**src/rtl/seq_divider_pkg.sv**
```systemverilog
// Shared definitions for the sequential restoring divider: state encodings,
// default operand width and counter sizing.
package seq_divider_pkg;
    localparam int DEF_WIDTH = 64;
    localparam int CNT_W     = $clog2(DEF_WIDTH + 1);

    localparam logic [1:0] ST_IDLE = 2'd0;
    localparam logic [1:0] ST_RUN  = 2'd1;
    localparam logic [1:0] ST_DONE = 2'd2;

    typedef enum logic [1:0] {
        IDLE = ST_IDLE,
        RUN  = ST_RUN,
        DONE = ST_DONE
    } state_t;

    function automatic int cnt_width(input int w);
        return $clog2(w + 1);
    endfunction
endpackage

```
**src/rtl/seq_divider_if.sv**
```systemverilog
// Start/busy/done handshake and operand/result bus of the divider.
interface seq_divider_if
    import seq_divider_pkg::*;
#(
    parameter int WIDTH = DEF_WIDTH
);
    logic                 start;
    logic [2*WIDTH-1:0]   dividend;
    logic [WIDTH-1:0]     divisor;
    logic [WIDTH-1:0]     quot;
    logic [WIDTH-1:0]     rem;
    logic                 busy;
    logic                 done;
    logic                 err;

    modport master (
        output start, dividend, divisor,
        input  quot, rem, busy, done, err
    );

    modport slave (
        input  start, dividend, divisor,
        output quot, rem, busy, done, err
    );
endinterface

```
**src/rtl/seq_divider_div_step.sv**
```systemverilog
// One radix-2 restoring step: shift a bit into the partial remainder and
// subtract the divisor when it fits.
module div_step #(
    parameter int WIDTH = 64
) (
    input  logic [WIDTH-1:0] r,
    input  logic             bit_in,
    input  logic [WIDTH-1:0] divisor,
    output logic [WIDTH-1:0] r_next,
    output logic             q_bit
);
    logic [WIDTH:0] t;

    // r < divisor on entry, so the difference always fits back into WIDTH bits
    always_comb begin
        t      = {r, bit_in};
        q_bit  = (t >= {1'b0, divisor});
        r_next = q_bit ? (t[WIDTH-1:0] - divisor) : t[WIDTH-1:0];
    end
endmodule

```
**src/rtl/seq_divider.sv**
```systemverilog
// Sequential 2W/W restoring divider with overflow/divide-by-zero pre-check.
// Working registers are kept apart from the result registers so outputs hold during RUN.
module seq_divider
    import seq_divider_pkg::*;
#(
    parameter int WIDTH = DEF_WIDTH
) (
    input  logic          clk,
    input  logic          rst,
    seq_divider_if.slave  bus
);
    localparam int CW = cnt_width(WIDTH);

    state_t           state;
    logic [WIDTH-1:0] r;
    logic [WIDTH-1:0] q;
    logic [WIDTH-1:0] dvsr;
    logic [CW-1:0]    cnt;
    logic             ovf;

    logic [WIDTH-1:0] r_next;
    logic             q_bit;
    logic [WIDTH-1:0] q_next;

    div_step #(.WIDTH(WIDTH)) u_step (
        .r       (r),
        .bit_in  (q[WIDTH-1]),
        .divisor (dvsr),
        .r_next  (r_next),
        .q_bit   (q_bit)
    );

    assign q_next = {q[WIDTH-2:0], q_bit};

    always_ff @(posedge clk) begin
        if (rst) begin
            state    <= IDLE;
            r        <= '0;
            q        <= '0;
            dvsr     <= '0;
            cnt      <= '0;
            ovf      <= 1'b0;
            bus.quot <= '0;
            bus.rem  <= '0;
            bus.err  <= 1'b0;
            bus.busy <= 1'b0;
            bus.done <= 1'b0;
        end else begin
            bus.done <= 1'b0;
            unique case (state)
                IDLE, DONE: begin
                    if (bus.start) begin
                        dvsr     <= bus.divisor;
                        r        <= bus.dividend[2*WIDTH-1:WIDTH];
                        q        <= bus.dividend[WIDTH-1:0];
                        bus.busy <= 1'b1;
                        state    <= RUN;
                        // quotient would not fit (includes divisor 0): finish after one cycle
                        if (bus.dividend[2*WIDTH-1:WIDTH] >= bus.divisor) begin
                            ovf <= 1'b1;
                            cnt <= '0;
                        end else begin
                            ovf <= 1'b0;
                            cnt <= CW'(WIDTH);
                        end
                    end
                end
                RUN: begin
                    if (ovf) begin
                        bus.quot <= '1;
                        bus.rem  <= q;
                        bus.err  <= 1'b1;
                        bus.done <= 1'b1;
                        bus.busy <= 1'b0;
                        state    <= DONE;
                    end else begin
                        r   <= r_next;
                        q   <= q_next;
                        cnt <= cnt - CW'(1);
                        if (cnt == CW'(1)) begin
                            bus.quot <= q_next;
                            bus.rem  <= r_next;
                            bus.err  <= 1'b0;
                            bus.done <= 1'b1;
                            bus.busy <= 1'b0;
                            state    <= DONE;
                        end
                    end
                end
                default: state <= IDLE;
            endcase
        end
    end
endmodule
```
**src/flat_wrapper.sv**
```systemverilog
// flat-port wrapper written by rule: the top's interface ports become plain ports
module seq_divider_flat import seq_divider_pkg::*;
#(
    parameter int WIDTH = DEF_WIDTH
)
  (clk, rst, bus_start, bus_dividend, bus_divisor, bus_quot, bus_rem, bus_busy, bus_done, bus_err);
  seq_divider_if #(.WIDTH(WIDTH)) bus_i ();
  input  logic clk;
  input  logic rst;
  input wire logic [$bits(bus_i.start)-1:0] bus_start;
  input wire logic [$bits(bus_i.dividend)-1:0] bus_dividend;
  input wire logic [$bits(bus_i.divisor)-1:0] bus_divisor;
  output wire logic [$bits(bus_i.quot)-1:0] bus_quot;
  output wire logic [$bits(bus_i.rem)-1:0] bus_rem;
  output wire logic [$bits(bus_i.busy)-1:0] bus_busy;
  output wire logic [$bits(bus_i.done)-1:0] bus_done;
  output wire logic [$bits(bus_i.err)-1:0] bus_err;
  assign bus_i.start = bus_start;
  assign bus_i.dividend = bus_dividend;
  assign bus_i.divisor = bus_divisor;
  assign bus_quot = bus_i.quot;
  assign bus_rem = bus_i.rem;
  assign bus_busy = bus_i.busy;
  assign bus_done = bus_i.done;
  assign bus_err = bus_i.err;
  seq_divider #(.WIDTH(WIDTH)) u_core (.clk(clk), .rst(rst), .bus(bus_i));
endmodule
```
**config.mk**
```make
export PLATFORM = sky130hd
export DESIGN_NAME = seq_divider_flat
export DESIGN_NICKNAME = d
export VERILOG_FILES = /design/src/rtl/seq_divider_pkg.sv /design/src/rtl/seq_divider_if.sv /design/src/rtl/seq_divider_div_step.sv /design/src/rtl/seq_divider.sv /design/src/flat_wrapper.sv
export SDC_FILE = /design/constraint.sdc
export NUM_CORES = 1
export LEC_CHECK = 0
export BUFFER_PORTS_ARGS = -buffer_cell sky130_fd_sc_hd__clkbuf_2
export CORE_MARGIN = 2
export CORE_UTILIZATION = 36
export DETAILED_ROUTE_END_ITERATION = 10
export PLACE_DENSITY = 0.58
export SETUP_SLACK_MARGIN = 0.05
export SYNTH_ARGS = -nofsm -noshare
export SYNTH_HDL_FRONTEND = slang
export SYNTH_SLANG_ARGS = --single-unit
```
**constraint.sdc**
```tcl
create_clock -name clk -period 5.3 [get_ports clk]
set_clock_uncertainty 0.1 [all_clocks]
set_input_delay 0.795 -clock clk [delete_from_list [all_inputs] [get_ports clk]]
set_output_delay 0.795 -clock clk [all_outputs]
set_load 0.02 [all_outputs]
```
After elaboration in Yosys (flattened, before gate mapping) --
Index checks and enable logic that the tools add are counted.
Word-level totals: register bits after elaboration 333, input bits 195, output and inout bits 131, word-level logic and storage cells 59
Operators by class: add/sub/neg operators 2, $lt $le $gt $ge 2, equal/unequal tests 6, muxes and demuxes 27, bitwise operators 1, reductions and logical operators 10
Operators with widths (number):
- 64-bit 2-to-1 mux | 9
- 64-bit one-hot mux with 2 select lines | 2
- 65-bit by 64-bit >= comparator with 1-bit output | 1
- 64-bit >= comparator | 1
- 64-bit subtractor | 1
- 7-bit 2-to-1 mux | 3
- 7-bit one-hot mux with 2 select lines | 1
- 7-bit by 1-bit == test with 1-bit output, second input constant | 1
- 1-bit 2-to-1 mux | 7
- 7-bit by 1-bit subtractor with 7-bit output, second input constant | 1
- 2-bit 2-to-1 mux | 3
- 2-bit AND reduction | 3
- 3-bit AND reduction | 2
- 2-bit inequality test, second input constant | 2
- 2-bit one-hot mux with 2 select lines | 1
- 2-bit nonzero test | 2
- 2-bit OR reduction | 2
- 3-bit by 1-bit inequality test with 1-bit output, second input constant | 1
- 2-bit by 1-bit == test with 1-bit output, second input constant | 1
- 2-bit == test, second input constant | 1
- 2-bit zero test | 1
- 1-bit one-hot mux with 2 select lines | 1
- 1-bit inverter | 1

Depth between registers and ports, before layout --
depth after elaboration 4, depth in mapped cells 15, depth with buffers taken out 14

Cells and area by module --
From an unflattened synthesis, not the netlist that was laid out.
Second synthesis, totals: cells, all modules 2539, area, all modules 19967.9 um^2
By module, submodules not included:
- seq_divider | instances 1, cells each 1818, area each 15046.9 um^2, sequential area each 6666.4 um^2
- div_step | instances 1, cells each 721, area each 4921.0 um^2, sequential area each 0.0 um^2

Least setup slack after synthesis --
No wires, ideal clock.
kind reg2reg, start reg u_core.q[63], end reg u_core.r[50], setup time 0.132 ns, arrival time 3.155 ns, path slack 1.912 ns, cell stages (with the launch flop) 15, buffers on the path 0, period minus slack after synthesis 3.388 ns, cells stage by stage dfxtp_1 > inv_1 > ha_1 > inv_1 > fa_1 > a21o_1 > a311o_1 > a211oi_1 > o32ai_1 > o31ai_1 > o221ai_1 > xor2_1 > mux2_2 > o21ai_0 > a21oi_1
Between the ends: cells in the longest elaborated chain, start to end 4, elaborated cells between the ends (all ways) 5, classes of those cells add/sub: 1; order compare: 1; mux: 3
RTL lines:
- start: declaration | line seq_divider.sv:16 | logic [WIDTH-1:0] q;
- start signal: assignment | line seq_divider.sv:55 | q <= bus.dividend[WIDTH-1:0];
- start signal: assignment | line seq_divider.sv:78 | q <= q_next;
- 64-bit subtractor or 65-bit by 64-bit >= comparator with 1-bit output (tied branches) | line seq_divider_div_step.sv:18, seq_divider_div_step.sv:17
- 64-bit 2-to-1 mux (*) | line seq_divider_div_step.sv:18 | r_next = q_bit ? (t[WIDTH-1:0] - divisor) : t[WIDTH-1:0];
- 64-bit 2-to-1 mux (*) | line seq_divider.sv:69 | if (ovf) begin
- 64-bit one-hot mux with 2 select lines (*) | line seq_divider.sv:50 | unique case (state)
- end signal: assignment | line seq_divider.sv:54 | r <= bus.dividend[2*WIDTH-1:WIDTH];
- end signal: assignment | line seq_divider.sv:77 | r <= r_next;
- end: declaration | line seq_divider.sv:15 | logic [WIDTH-1:0] r;
Mark *: on every way between the ends. The rest lies on a longest branch, timed or not. The select of a mux whose other input is x is not followed. A chain may end at the register's enable or synchronous reset.

Worst setup path after layout --
start reg u_core.r[47], end reg u_core.bus.rem[7]
Between the ends: cells in the longest elaborated chain, start to end 4
RTL lines:
- 65-bit by 64-bit >= comparator with 1-bit output | line seq_divider_div_step.sv:17 | q_bit = (t >= {1'b0, divisor});
- 64-bit 2-to-1 mux | line seq_divider_div_step.sv:18
- 64-bit 2-to-1 mux | line seq_divider.sv:80 | if (cnt == CW'(1)) begin
- 64-bit 2-to-1 mux | line seq_divider.sv:69
- end signal: assignment | line seq_divider.sv:71 | bus.rem <= q;
- end signal: assignment | line seq_divider.sv:82 | bus.rem <= r_next;
- end: declaration | line seq_divider_if.sv:23 | output quot, rem, busy, done, err
No other way between the ends. The select of a mux whose other input is x is not followed.

==> metrics.md <==
| Metric | Value |
|---|---|
| Status | `complete, no violations` |
| Synthesized Nets | `roughly 2900` |
| Die W | `about 240 um` |
| Crit path buf inv count | `1` |
| Final wirelength | `78.78 mm` |
| Synthesized cell area | `about 20000 sq um` |
| FP Rows | `85` |
| Register bit count reported by yosys | `between 300 and 400` |
| Skew-Pair Late Insertion Delay | `0.58 ns` |
| DIE AREA | `56880 sq um` |
| Vias after detailed routing | `20080` |
| RSZ-0062 raised after global routing | `no` |
| Synth warn | `0` |
| Slew Limit Fails | `0` |
| Sequential-to-total area share from yosys stat | `0.3367` |
| Initial Util | `0.3657` |
| Max-cap viol count | `0` |
| Cts hold-fix bufs | `0` |
| Post-synth EDFFs | `0` |
| Cell count after synthesis | `between 2000 and 3000` |
| VDD IR-drop max | `roughly 240 uV` |
| Pleak | `between 10 and 15 nW` |
| Setup violators final | `0` |
| Setup TNS | `0 ns` |
| Final min period | `4.361 ns` |
| TritonCTS clock tree | `built` |
| Final core utilization | `0.4290` |
| Routed wire per std cell | `between 20 and 25 um` |
| Top FF cell, synth | `dfxtp_1` |
| Die height | `238.5 um` |
| Crit-path max FO | `35` |
| Mapped Avg Cell Area | `approximately 7.6 sq um` |
| Clock Path Buffers | `3` |
| Hold Path Class | `primary input to register` |
| Crit. End Element | `register` |
| Critical path arrival | `4.69 ns` |
| Post-synthesis async set-or-reset flop share | `0` |
| CP peak stage delay | `about 0.64 ns` |
| Post-DRT Antenna Nets | `0` |
| Crit path kind | `register to register` |
| Crit path max-delay cell type | `or4_1` |
| Power per cell area | `416.5 nW/um^2` |
| Number of global-route vias before repair | `slightly below 20000` |
| Final Wtd Congestion | `about 0.95` |
| Top Family by Delay on Critical Path | `simple AND/OR/NAND/NOR gates` |
| DR iter-0 viols | `roughly 1400` |
| Post-synth cell types | `70` |
| Fin nets | `between 3000 and 4000` |
| Postcts setup bufs | `0` |
| PortBufs | `between 300 and 400` |
| First-pass GRT wire length | `around 120 mm` |
| Core Area | `54130 sq um` |
| Final count of hold timing violations | `0` |
| Total clock buffers created by CTS | `40` |
| Reg clk slew, reported paths | `about 0.060 ns` |
| HPWL Detailed | `about 59 mm` |
| Fraction of layout cells with a size suffix above 1 | `0.1837` |
| Measured slew at the worst slew-check pin | `1.247 ns` |
| Crit share post-route | `0.8228` |
| Vias/cell | `between 5 and 6` |
| Sequence of cells on the critical path | `ha_1, nand4_2, or3_1, or4_1, nor4_2, nand4_1, o211a_2, nand2_4, buf_4, mux2_2, o21ai_0, a21oi_1` |
| Congestion Overflow GR | `0` |
| CTS H-Tree Depth | `2` |
| Startpoint types | `register` |
| # DRC | `0` |
| Data required, critical path | `between 5 and 6 ns` |
| TritonRoute pass-1 iters | `7` |
| Max-slew headroom | `0.1656` |
| IO Count | `approximately 330` |
| Largest net degree at the start of global routing | `approximately 140` |
| Clock sink count | `333` |
| Post-CTS sizing | `0` |
| Power, Total | `9.672 mW` |
| Root buf cell | `clkbuf_16` |
| Antenna violations before repair | `1` |
| Total track usage | `0.2684` |
| FMAX | `roughly 230 MHz` |
| Synth-to-layout area growth | `17.32%` |
logic make-up (layout without fill, tap and decap cells):
family / Yosys count / after routing / synth area share
adders and majority gates: 131 / 131 / 0.08318
buffers and inverters: 337 / 574 / 0.06554
muxes: 42 / 42 / 0.02345
AOI/OAI and AO/OA: 820 / 820 / 0.2770
other: 0 / 1 / 0
xor gates and xnor gates: 59 / 59 / 0.02610
and+or+nand+nor: 867 / 867 / 0.1880
DFF: 333 / 333 / 0.3367
metrics by stage:
step / cells / hold WS, ns / setup WS, ns / cell area (sq um)
after CTS: 3522 / 0.3293 / 0.9535 / 23220
after floorplan: 2589 / 0.3363 / 1.912 / 19800
final: 3523 / 0.3492 / 0.9392 / 23220
after detailed placement: 3450 / 0.3466 / 0.9735 / 21870
after global routing: 3522 / 0.3505 / 0.5270 / 23220
after global placement: 3450 / 0.3453 / 1.043 / 21870
report_power, final:
part / internal [mW] / switching, mW
Combinational: 1.34 / 2.51
Clock: 1.69 / 1.17
Sequential: 2.74 / 0.222
placed cells by master, fill, tap and decap left out, types with 27 or more instances in the layout:
cell type and count:
clkbuf_2 324, nor2_1 234, nand2_1 413, dfxtp_1 332, o221a_2 54, nand3_1 64
a311oi_1 74, nand4_1 33, a21oi_1 227, nor3_1 41, clkbuf_16 40, a21o_1 66
ha_1 130, a211oi_1 29, mux2_2 27, inv_1 148, xnor2_1 37, o21ai_0 188
worst reg2reg max path, cell delays in order (launching register included):
cell and delay (ns):
dfxtp_1 0.38, ha_1 0.44, nand4_2 0.17, or3_1 0.41, or4_1 0.64, nor4_2 0.17
nand4_1 0.14, o211a_2 0.28, nand2_4 0.47, buf_4 0.37, mux2_2 0.40, o21ai_0 0.16
a21oi_1 0.09
cell usage after synthesis, types with 23 or more instances:
library cell	number	area share
nand2_1	415	0.079
dfxtp_1	333	0.34
nor2_1	235	0.045
a21oi_1	228	0.058
o21ai_0	188	0.048
clkbuf_1	172	0.033
inv_1	149	0.028
ha_1	130	0.082
a311oi_1	74	0.033
a21o_1	66	0.025
nand3_1	64	0.016
o221a_2	54	0.031
nor3_1	41	0.010
xnor2_1	37	0.016
nand4_1	33	0.010
a211oi_1	29	0.011
mux2_2	27	0.015
o21a_1	23	0.0087
routing by layer:
metal	GRT usage	part of all wire	routed length, um
met5	0	0	0
met4	0.1498	0.059	4652
met3	0.03649	0.048	3777
met2	0.4562	0.48	37590
met1	0.3271	0.42	32760
final cells by class:
cell class                 count  area [sq um]
sequential                   333          6668
clock inverter                18         224.0
inverter                     150         565.5
antenna                        1         2.502
fill                        5574         30910
tap                          696         870.8
timing repair buffer         352          1873
clock buffer                  54          1124
multi-input combinational   1919         11900
final timing paths:
| kind | cells past startpoint | end | startpoint | slack (ns) |
|---|---|---|---|---|
| min | 3 | u_core.dvsr[8] | bus_divisor[8] | 0.35 |
| max | 12 | u_core.bus.rem[7] | u_core.r[47] | 0.94 |
| min reg2reg | 2 | u_core.dvsr[16] | u_core.dvsr[16] | 0.36 |
| max reg2reg | 12 | u_core.bus.rem[7] | u_core.r[47] | 0.94 |
registers in the layout, indices dropped and copies added, names as in the netlist:
| register | count |
|---|---|
| u_core.bus.quot | 64 |
| u_core.bus.rem | 64 |
| u_core.dvsr | 64 |
| u_core.q | 64 |
| u_core.r | 64 |
| u_core.cnt | 7 |
| u_core.state | 2 |
| u_core.bus.busy | 1 |
| u_core.bus.done | 1 |
| u_core.bus.err | 1 |
| u_core.ovf | 1 |
Note: power is estimated with default switching activity, not from simulation.
